<file path="config.mk">
export PLATFORM = sky130hd
export DESIGN_NAME = peri_timer
export DESIGN_NICKNAME = d
export VERILOG_FILES = /design/src/rtl/peri_timer.sv
export SDC_FILE = /design/constraint.sdc
export NUM_CORES = 1
export LEC_CHECK = 0
export BUFFER_PORTS_ARGS = -buffer_cell sky130_fd_sc_hd__buf_2
export CORE_UTILIZATION = 35
export CTS_CLUSTER_DIAMETER = 150
export DETAILED_ROUTE_END_ITERATION = 7
export REMOVE_ABC_BUFFERS = 1
export SETUP_SLACK_MARGIN = 0.02
export SYNTH_ARGS = -nofsm -noshare
export SYNTH_HDL_FRONTEND = slang
export SYNTH_SLANG_ARGS = --single-unit
</file>
<file path="constraint.sdc">
create_clock -name clk_ip -period 2.4 [get_ports clk_ip]
set_input_delay 0.36 -clock clk_ip [delete_from_list [all_inputs] [get_ports clk_ip]]
set_output_delay 0.36 -clock clk_ip [all_outputs]
set_load 0.05 [all_outputs]
</file>
<file path="src/rtl/peri_timer.sv">
// Memory-mapped 16-bit prescaled timer/compare with one-shot and periodic modes and a level IRQ.
// Register writes take effect at the next posedge; reads are combinational. The block is always ready and has no backpressure.
module peri_timer #(
  parameter logic [7:0] BASE = 8'h10
) (
  input  logic       clk_ip,
  input  logic       reset_n_ip,
  input  logic [7:0] addr,
  input  logic [7:0] data_in,
  output logic [7:0] data_out,
  input  logic       wr_en,
  input  logic       rd_en,
  output logic       irq_op
);

  logic [7:0]  off;
  logic        hit;
  logic        wr_ctrl, wr_psc, wr_cmp_l, wr_cmp_h, wr_cnt_l, wr_stat, rd_cnt_l;

  logic        en, irq_en, reload, match;
  logic [7:0]  psc, psc_cnt, snap_h;
  logic [15:0] cmp, cnt;

  logic        psc_hit, stop_wr, tick, fire;
  logic        en_nx, match_nx;
  logic [7:0]  psc_cnt_nx;
  logic [15:0] cnt_nx;

  assign off = addr - BASE;
  assign hit = (addr >= BASE) && (off < 8'd7);

  assign wr_ctrl  = wr_en && hit && (off == 8'd0);
  assign wr_psc   = wr_en && hit && (off == 8'd1);
  assign wr_cmp_l = wr_en && hit && (off == 8'd2);
  assign wr_cmp_h = wr_en && hit && (off == 8'd3);
  assign wr_cnt_l = wr_en && hit && (off == 8'd4);
  assign wr_stat  = wr_en && hit && (off == 8'd6);
  assign rd_cnt_l = rd_en && hit && (off == 8'd4);

  // A stop write or a counter clear on the tick edge swallows that tick.
  always_comb begin
    psc_hit    = en && (psc_cnt == psc);
    stop_wr    = wr_ctrl && !data_in[0];
    tick       = psc_hit && !stop_wr && !wr_cnt_l;
    fire       = tick && (cnt == cmp);

    cnt_nx     = cnt;
    psc_cnt_nx = psc_cnt + 8'd1;
    en_nx      = en;
    match_nx   = match;

    if (wr_cnt_l || fire) begin
      cnt_nx = 16'd0;
    end else if (tick) begin
      cnt_nx = cnt + 16'd1;
    end

    if (!en || stop_wr || wr_cnt_l || psc_hit) begin
      psc_cnt_nx = 8'd0;
    end

    if (wr_ctrl) begin
      en_nx = data_in[0];
    end else if (fire && !reload) begin
      en_nx = 1'b0;
    end

    if (fire) begin
      match_nx = 1'b1;
    end else if (wr_stat && data_in[0]) begin
      match_nx = 1'b0;
    end
  end

  always_ff @(posedge clk_ip or negedge reset_n_ip) begin
    if (!reset_n_ip) begin
      en      <= 1'b0;
      irq_en  <= 1'b0;
      reload  <= 1'b0;
      psc     <= 8'd0;
      cmp     <= 16'd0;
      cnt     <= 16'd0;
      psc_cnt <= 8'd0;
      snap_h  <= 8'd0;
      match   <= 1'b0;
      irq_op  <= 1'b0;
    end else begin
      en      <= en_nx;
      cnt     <= cnt_nx;
      psc_cnt <= psc_cnt_nx;
      match   <= match_nx;
      irq_op  <= match && irq_en;
      if (wr_ctrl) begin
        irq_en <= data_in[1];
        reload <= data_in[2];
      end
      if (wr_psc)   psc        <= data_in;
      if (wr_cmp_l) cmp[7:0]   <= data_in;
      if (wr_cmp_h) cmp[15:8]  <= data_in;
      // Snapshot the post-edge high byte so the CNT_L/CNT_H pair stays coherent across a carry.
      if (rd_cnt_l) snap_h     <= cnt_nx[15:8];
    end
  end

  always_comb begin
    data_out = 8'h00;
    if (hit) begin
      case (off)
        8'd0:    data_out = {5'b0, reload, irq_en, en};
        8'd1:    data_out = psc;
        8'd2:    data_out = cmp[7:0];
        8'd3:    data_out = cmp[15:8];
        8'd4:    data_out = cnt[7:0];
        8'd5:    data_out = snap_h;
        8'd6:    data_out = {7'b0, match};
        default: data_out = 8'h00;
      endcase
    end
  end

endmodule

</file>
# Word level (Yosys, flattened, before mapping)
# Index checks and enable logic that the tools add are counted.
[totals]
register_bits = 61
inputBits = 20
out_inout_bits = 9
[classes]
add_sub_neg = 3
order_cmp = 2
n_eq_ne = 8
mux = 9
n_reduce_logical = 31
[ops]
columns = ["op", "count"]
rows = [
  ["one-hot mux 8 bit (7 select lines)", 1],
  ["two-way mux 16 bit", 2],
  ["== test 8 x 3 -> 1 bit (second input constant)", 3],
  ["logical AND 1 bit", 18],
  ["adder 16 x 1 -> 16 bit (second input constant)", 1],
  ["== test 16 bit", 1],
  ["== test 8 x 2 -> 1 bit (second input constant)", 2],
  ["two-way mux 8 bit", 2],
  ["adder 8 x 1 -> 8 bit (second input constant)", 1],
  ["== test 8 x 1 -> 1 bit (second input constant)", 1],
  ["== test 8 bit", 1],
  [">= comparator 8 x 5 -> 1 bit (second input constant)", 1],
  ["zero test 8 bit", 1],
  ["< comparator 8 x 3 -> 1 bit (second input constant)", 1],
  ["subtractor 8 x 5 -> 8 bit (second input constant)", 1],
  ["nonzero test 2 bit", 3],
  ["zero test 1 bit", 5],
  ["logical OR 1 bit", 4],
  ["two-way mux 1 bit", 4],
]

# Longest topological paths before layout
# Gate-level depths: netlist (run 1).
[logic_depth]
word_depth = 13
ltp_mapped = 7
mapped_depth_nobuf = 6

# Worst setup path before layout (run 1)
# No wires, ideal clock.
[synth_path]
path_kind = "in2out"
start = "input port addr[3]"
end = "output port data_out[0]"
t_arrival_ns = 2.174
slack_ns = -0.134
path_stages = 4
path_cell_list = "or3_4 -> nor3b_4 -> nand2_1 -> o21ai_0"
[synth_via]
elab_chain_cells = 4
elab_cells_between_ends = 13
[synth_lines]
columns = ["item", "line", "text"]
rows = [
  ["start, declared", "8", "input logic [7:0] addr,"],
  ["subtractor 8 x 5 -> 8 bit", "29", "assign off = addr - BASE;"],
  ["< comparator 8 x 3 -> 1 bit, or another cell as far along", "30", "assign hit = (addr >= BASE) && (off < 8'd7);"],
  ["logical AND 1 bit / one-hot mux 8 bit (7 select lines) (equally long branches)", "30, 108", ""],
  ["two-way mux 8 bit *", "107", "if (hit) begin"],
  ["end, declared", "10", "output logic [7:0] data_out,"],
]
# Every way passes the cells marked *; elsewhere a longest branch is shown, timed or not.

# Worst setup path after layout (run 1)
[layout_path]
start = "input port addr[3]"
end = "output port data_out[2]"
# The elaborated chain is that of the path after synthesis.

==> results of run 1 <==
area by class of cell:
class	instances	area (µm²)	area share, %
Sequential cell	61	1530	38.8
Clock buffer	13	149	3.79
Timing Repair Buffer	49	359	9.13
Clock inverter	2	10.0	0.255
Tap cell	111	139	3.53
Inverter	3	11.3	0.286
Multi-Input combinational cell	230	1740	44.2
how the worst max path moves through the flow:
stage / start / to / slack, ns / depth (start not counted)
3_5_place_dp: addr[3] / cmp[13] / -0.01 / 8
2_1_floorplan: addr[3] / data_out[0] / -0.13 / 4
4_1_cts: addr[3] / data_out[6] / 0.04 / 9
5_1_grt: addr[3] / data_out[1] / 0.03 / 9
6_report: addr[3] / data_out[2] / 0.13 / 9
3_3_place_gp: addr[3] / cmp[11] / 0.02 / 8
per-stage QoR:
stage	utilization (%)	setup WS (ns)	std cells	cell area (µm²)	setup TNS [ns]
after global routing	42.7	0.0281	469	3930	0
after floorplan	-	-0.134	294	3260	-0.402
after global placement	40.3	0.0193	452	3710	0
after CTS	42.2	0.0350	467	3880	0
final	42.7	0.132	469	3930	0
after detailed placement	40.3	-0.0149	452	3710	-0.0915
logic make-up (layout without fill, tap and decap cells):
group | after synthesis | in the layout | synth area share, %
xor+xnor | 43 | 43 | 11.4
mux | 34 | 34 | 12.6
simple gates | 118 | 118 | 20.0
fa+ha+maj | 2 | 2 | 0.756
compound gates | 33 | 33 | 7.33
buf+inv | 14 | 67 | 1.81
flops | 61 | 61 | 46.1
state kept, by name, summed over array words and instances (netlist names), 8 cells and up:
name,flops
cmp,16
cnt,16
psc,8
psc_cnt,8
snap_h,8
cell usage in the layout, fill, tap and decap left out, drive strengths merged, types with 13 or more instances in the layout:
cell,instances
nand3,17
xor2,16
nor2,26
xnor2,27
dfrtp,61
buf,48
clkbuf,14
nand2,28
o21ai,13
mux2,31
per-layer routing:
layer  wire length [µm]  part of all wire [%]  up-vias
met3                367                   4.5       18
met4                242                   3.0        0
li1                   -                     -     1178
met2               3700                    45       65
met1               3860                    47     1188
met5                  0                     0        -
critical path: stages:
cell and delay (ns):
buf_2 0.10, or3_4 0.40, nor3b_4 0.28, nand2_2 0.12, nor2_2 0.11, buf_6 0.14
a32oi_1 0.07, o21ai_1 0.14, buf_6 0.19
report_power, final:
group | switching, W | leakage (nW) | internal, W | total, W
clock network | 0.000378 | 0.0833 | 0.000395 | 0.000773
logic | 0.000353 | 0.893 | 0.000349 | 0.000702
registers | 0.000191 | 0.823 | 0.00114 | 0.00133
total | 0.000922 | 1.80 | 0.00189 | 0.00281
cell usage after synthesis, drive strengths merged, types with 3 or more instances:
master   n  area, µm²
a22o     5       43.8
nand2   28        105
a21oi    3       15.0
a22oi    5       37.5
inv      3       11.3
dfrtp   61       1530
nor4     3       25.0
mux2    31        349
buf      8       37.5
mux4     3       67.6
and3    11       68.8
nand3   17       85.1
nor2    26        113
xnor2   27        236
xor2    16        140
and2     5       31.3
o21ai   13       91.3
nor2b    3       18.8
nand4   11       68.8
clkbuf   3       11.3
timing repair:
item,4_1_cts,5_1_grt
hold buffers,0,0
setup endpoints to repair,5,9
setup buffers,0,2
pin swaps,0,4
gates resized for setup,4,16
==> metrics.cfg, run 1 <==
[finish]
syn_to_final_growth_pct = 18.8
drive_above_1_share_pct = 32.1
antenna_cells = 0
fillers = 874
nets = 376

[sta]
hold_violations = 0
relSlewSlack_pct = 72.6
rsz0062_at_grt = no
final.period_utilization_pct = 94.5
tightest_slew_ns = 0.409
fin_skew_ns = 0.0103
setup_viol = 0
period_needed_ns = 2.27
hold_ws_ns = 0.0230
fmax_mhz = 441
maxSlewViolCount = 0

[clock_tree]
cts_tree = done
clk_pin_slew_worst_paths_ns = 0.06
numCtsBuffers = 9
cts_buffer_depth = 2
cts-root-buf = clkbuf_8
cts_sinks = 61
clk_latency_ns = 0.34
h-tree-depth = 3

[outcome]
outcome = finished, final reports clean

[worst_setup_path]
critPathArrivalTime_ns = 1.91
start_kind = input port
worst-setup-path-type = in2out
timing.rr.start = psc_cnt[5]
cp_max_fo = 7
worstRegToRegCells = 7
r2r_end = cnt[7]
cp-end-kind = output pin
r2r_slack_ns = 0.24
required_ns = 2.04

[global_routing]
use_met2_pct = 28.8
grt_first_pass_wirelength_mm = 13.8
use_met3_pct = 3.37
antenna_found_initial = 0
grt_pass1_vias = 2585
overflow = 0
grt_max_degree = 62
grt.busiest_layer = met2
grtUsageMet1_pct = 25.1
track_usage_pct = 18.7

[detailed_routing]
drcViolationCount = 0
ant_nets = 0
vias = 2449
totalWireLength_mm = 8.17
first_iter_violations = 129
viasPerCell = 5.22
wl_per_cell_um = 17.4
dr.pass1.iters = 4

[pwr]
p_leak_nw = 1.80
ir_drop_v = 0.000255
finalPower_w = 0.00281
p_per_area_mw_per_mm2 = 715

[flow_run]
drv_cap = 0

[placed_design]
portBuffers = 28
gp_congestion = 0.792
dp_hpwl_mm = 6.05

[floorplan]
rows = 35
die_x_um = 99.2
start_util_pct = 36.0
dieArea_mm2 = 0.00985
die_h_um = 99.2
pin_count = 29
core_area_mm2 = 0.00920

[hold_path]
hold_path.class = in2async

[synth]
synth_cell_types = 41
async_flop_share_pct = 100
synth_top_flop_cell = dfrtp_1
syn_inst = 305
mappedNetlistArea_mm2 = 0.00331
synth_edf_count = 0
synth_area_per_cell_um2 = 10.9
yosysWarningCount = 0
ys_seq_area_share_pct = 46.1
synth_seq_cells = 61

No activity file was read; power rests on OpenSTA's default activity.
==> inputs of run 2 (changes only) <==
--- a/config.mk
+++ b/config.mk
@@ -7,6 +7,7 @@
 export LEC_CHECK = 0
 export BUFFER_PORTS_ARGS = -buffer_cell sky130_fd_sc_hd__buf_2
 export CORE_UTILIZATION = 35
+export CTS_BUF_LIST = sky130_fd_sc_hd__clkbuf_8 sky130_fd_sc_hd__clkbuf_16
 export CTS_CLUSTER_DIAMETER = 150
 export DETAILED_ROUTE_END_ITERATION = 7
 export REMOVE_ABC_BUFFERS = 1
==> run 2 against run 1 <==
Clock skew hardly changed. Core utilization stayed put. Routed wire length is 0.39% higher. Maximum frequency is 0.15% higher. Die area stayed put. Critical endpoint unchanged. Highest routed layer unchanged.
==> metrics.cfg, run 2 (same netlist as run 1, synthesis figures left out) <==
[worst_setup_path]
crit_buf_inv = 3  ; unchanged
r2r_slack_ns = 0.25  ; about the same
critPathArrivalTime_ns = 1.90  ; about the same
start_kind = input port
crit_path_top_delay_cell = or3_4
path_delay_family = simple AND/OR/NAND/NOR gates
path_common_cell = buf_6
crit_chain = buf_2, or3_4, nor3b_4, nand2_2, nor2_2, buf_6, a32oi_1, o21ai_1, buf_6
worst-setup-path-type = in2out
max_stage_delay_ns = 0.40  ; about the same
cp-end-kind = output pin
required_ns = 2.04  ; about the same
cp_max_fo = 7  ; unchanged

[finish]
nets = 376  ; unchanged
layout_commonest_cell = dfrtp_1
multi_input_comb_area_mm2 = 0.00174  ; unchanged
fillers = 874  ; unchanged
antenna_cells = 0  ; unchanged
layout_common_cells = dfrtp_1, mux2_2, xnor2_1, nand2_1, nor2_1
reg_top3 = cmp x16, cnt x16
drive_above_1_share_pct = 32.1  ; unchanged
utilization_pct = 42.7  ; unchanged
ff_latch_area_mm2 = 0.00153  ; unchanged
syn_to_final_growth_pct = 18.8  ; unchanged

[pwr]
p_leak_nw = 1.81  ; +0.69%
p_per_area_mw_per_mm2 = 713  ; -0.26%
ir_drop_v = 0.000256  ; +0.12%

[floorplan]
die_h_um = 99.2  ; unchanged
die_x_um = 99.2  ; unchanged
dieArea_mm2 = 0.00985  ; unchanged
start_util_pct = 36.0  ; unchanged
rows = 35  ; unchanged
core_area_mm2 = 0.00920  ; unchanged
pin_count = 29  ; unchanged

[clock_tree]
clk_pin_slew_worst_paths_ns = 0.06  ; about the same
numCtsBuffers = 9  ; unchanged
cts_tree = done
cts_sinks = 61  ; unchanged
cts_buffer_depth = 2  ; unchanged
cts_hold_buf = 0  ; unchanged
h-tree-depth = 3  ; unchanged
cts-root-buf = clkbuf_8
clk_latency_ns = 0.34  ; about the same

[global_routing]
overflow = 0  ; unchanged
antenna_found_initial = 0  ; unchanged
grt_pass1_vias = 2585  ; unchanged
grt_max_degree = 62  ; unchanged
grt_first_pass_wirelength_mm = 13.8  ; unchanged
track_usage_pct = 18.7  ; unchanged

[placed_design]
portBuffers = 28  ; unchanged
place_ws_ns = -0.0149  ; unchanged
dp_hpwl_mm = 6.05  ; unchanged
gp_congestion = 0.792  ; unchanged

[detailed_routing]
dr.pass1.iters = 4  ; unchanged
wl_per_cell_um = 17.5  ; +0.39%
vias = 2454  ; +0.20%
first_iter_violations = 117  ; -9.3%
ant_nets = 0  ; unchanged
drcViolationCount = 0  ; unchanged
totalWireLength_mm = 8.21  ; +0.39%
viasPerCell = 5.23  ; +0.20%

[flow_run]
drv_cap = 0  ; unchanged

[sta]
period_needed_ns = 2.26  ; -0.00347 ns
setup_viol = 0  ; unchanged
fin_ws_ns = 0.135  ; +0.00347 ns
fin_skew_ns = 0.00999  ; -0.000341 ns
fmax_mhz = 442  ; +0.15%
rsz0062_at_grt = no
relSlewSlack_pct = 72.5  ; -0.12 points
final.period_utilization_pct = 94.4  ; -0.14 points
maxSlewViolCount = 0  ; unchanged
hold_violations = 0  ; unchanged
tightest_slew_ns = 0.411  ; +0.00179 ns

[outcome]
outcome = finished, final reports clean

[hold_path]
hold_path.class = in2async

[run 2: per-stage QoR]
stage                     power (W)  setup TNS (ns)  area, µm²  hold slack, ns  std cells
final                       0.00280               0       3930          0.0185        469
after global routing        0.00297               0       3930          0.0414        469
after CTS                   0.00279               0       3880          0.0305        467
after detailed placement    0.00200         -0.0915       3710           0.401        452
after global placement      0.00199               0       3710           0.398        452
after floorplan             0.00172          -0.402       3260          0.0644        294
[run 2: layout make-up]
class,instances,area share (%)
sequential,61,38.8
timing repair buffer,49,9.13
multi-input combinational,230,44.2
tap,111,3.53
clock inverter,5,0.541
inverter,3,0.286
clock buffer,10,3.50
[run 2: path summary, 6_finish.rpt]
| path | startpoint | to | cells past startpoint |
|---|---|---|---|
| worst max-delay path | addr[3] | data_out[2] | 9 |
| worst min-delay path | reset_n_ip | match | 2 |
| worst max register to register | psc_cnt[5] | cnt[7] | 7 |
| worst min register to register | snap_h[5] | snap_h[5] | 2 |
| max in group asynchronous | reset_n_ip | cmp[13] | 2 |
| min in group clk_ip | data_in[4] | psc[4] | 2 |
[run 2: per-layer routing]
metal | up-vias | track usage (%) | wire length [µm]
li1 | 1180 | - | -
met1 | 1188 | 25.1 | 3860
met2 | 71 | 28.8 | 3730
met3 | 15 | 3.37 | 397
met4 | 0 | 9.95 | 214
met5 | - | 0 | 0
[run 2: where the power goes]
part / switching, W / internal, W
sequential: 0.000193 / 0.00114
combinational: 0.000350 / 0.000349
clock: 0.000385 / 0.000382
total: 0.000928 / 0.00187
[run 2: what timing repair did]
action                     in CTS  in global routing
pin swaps                       0                  4
resized for setup               4                 16
buffers inserted                0                  2
setup endpoints to repair       5                  9
cloned                          0                  0
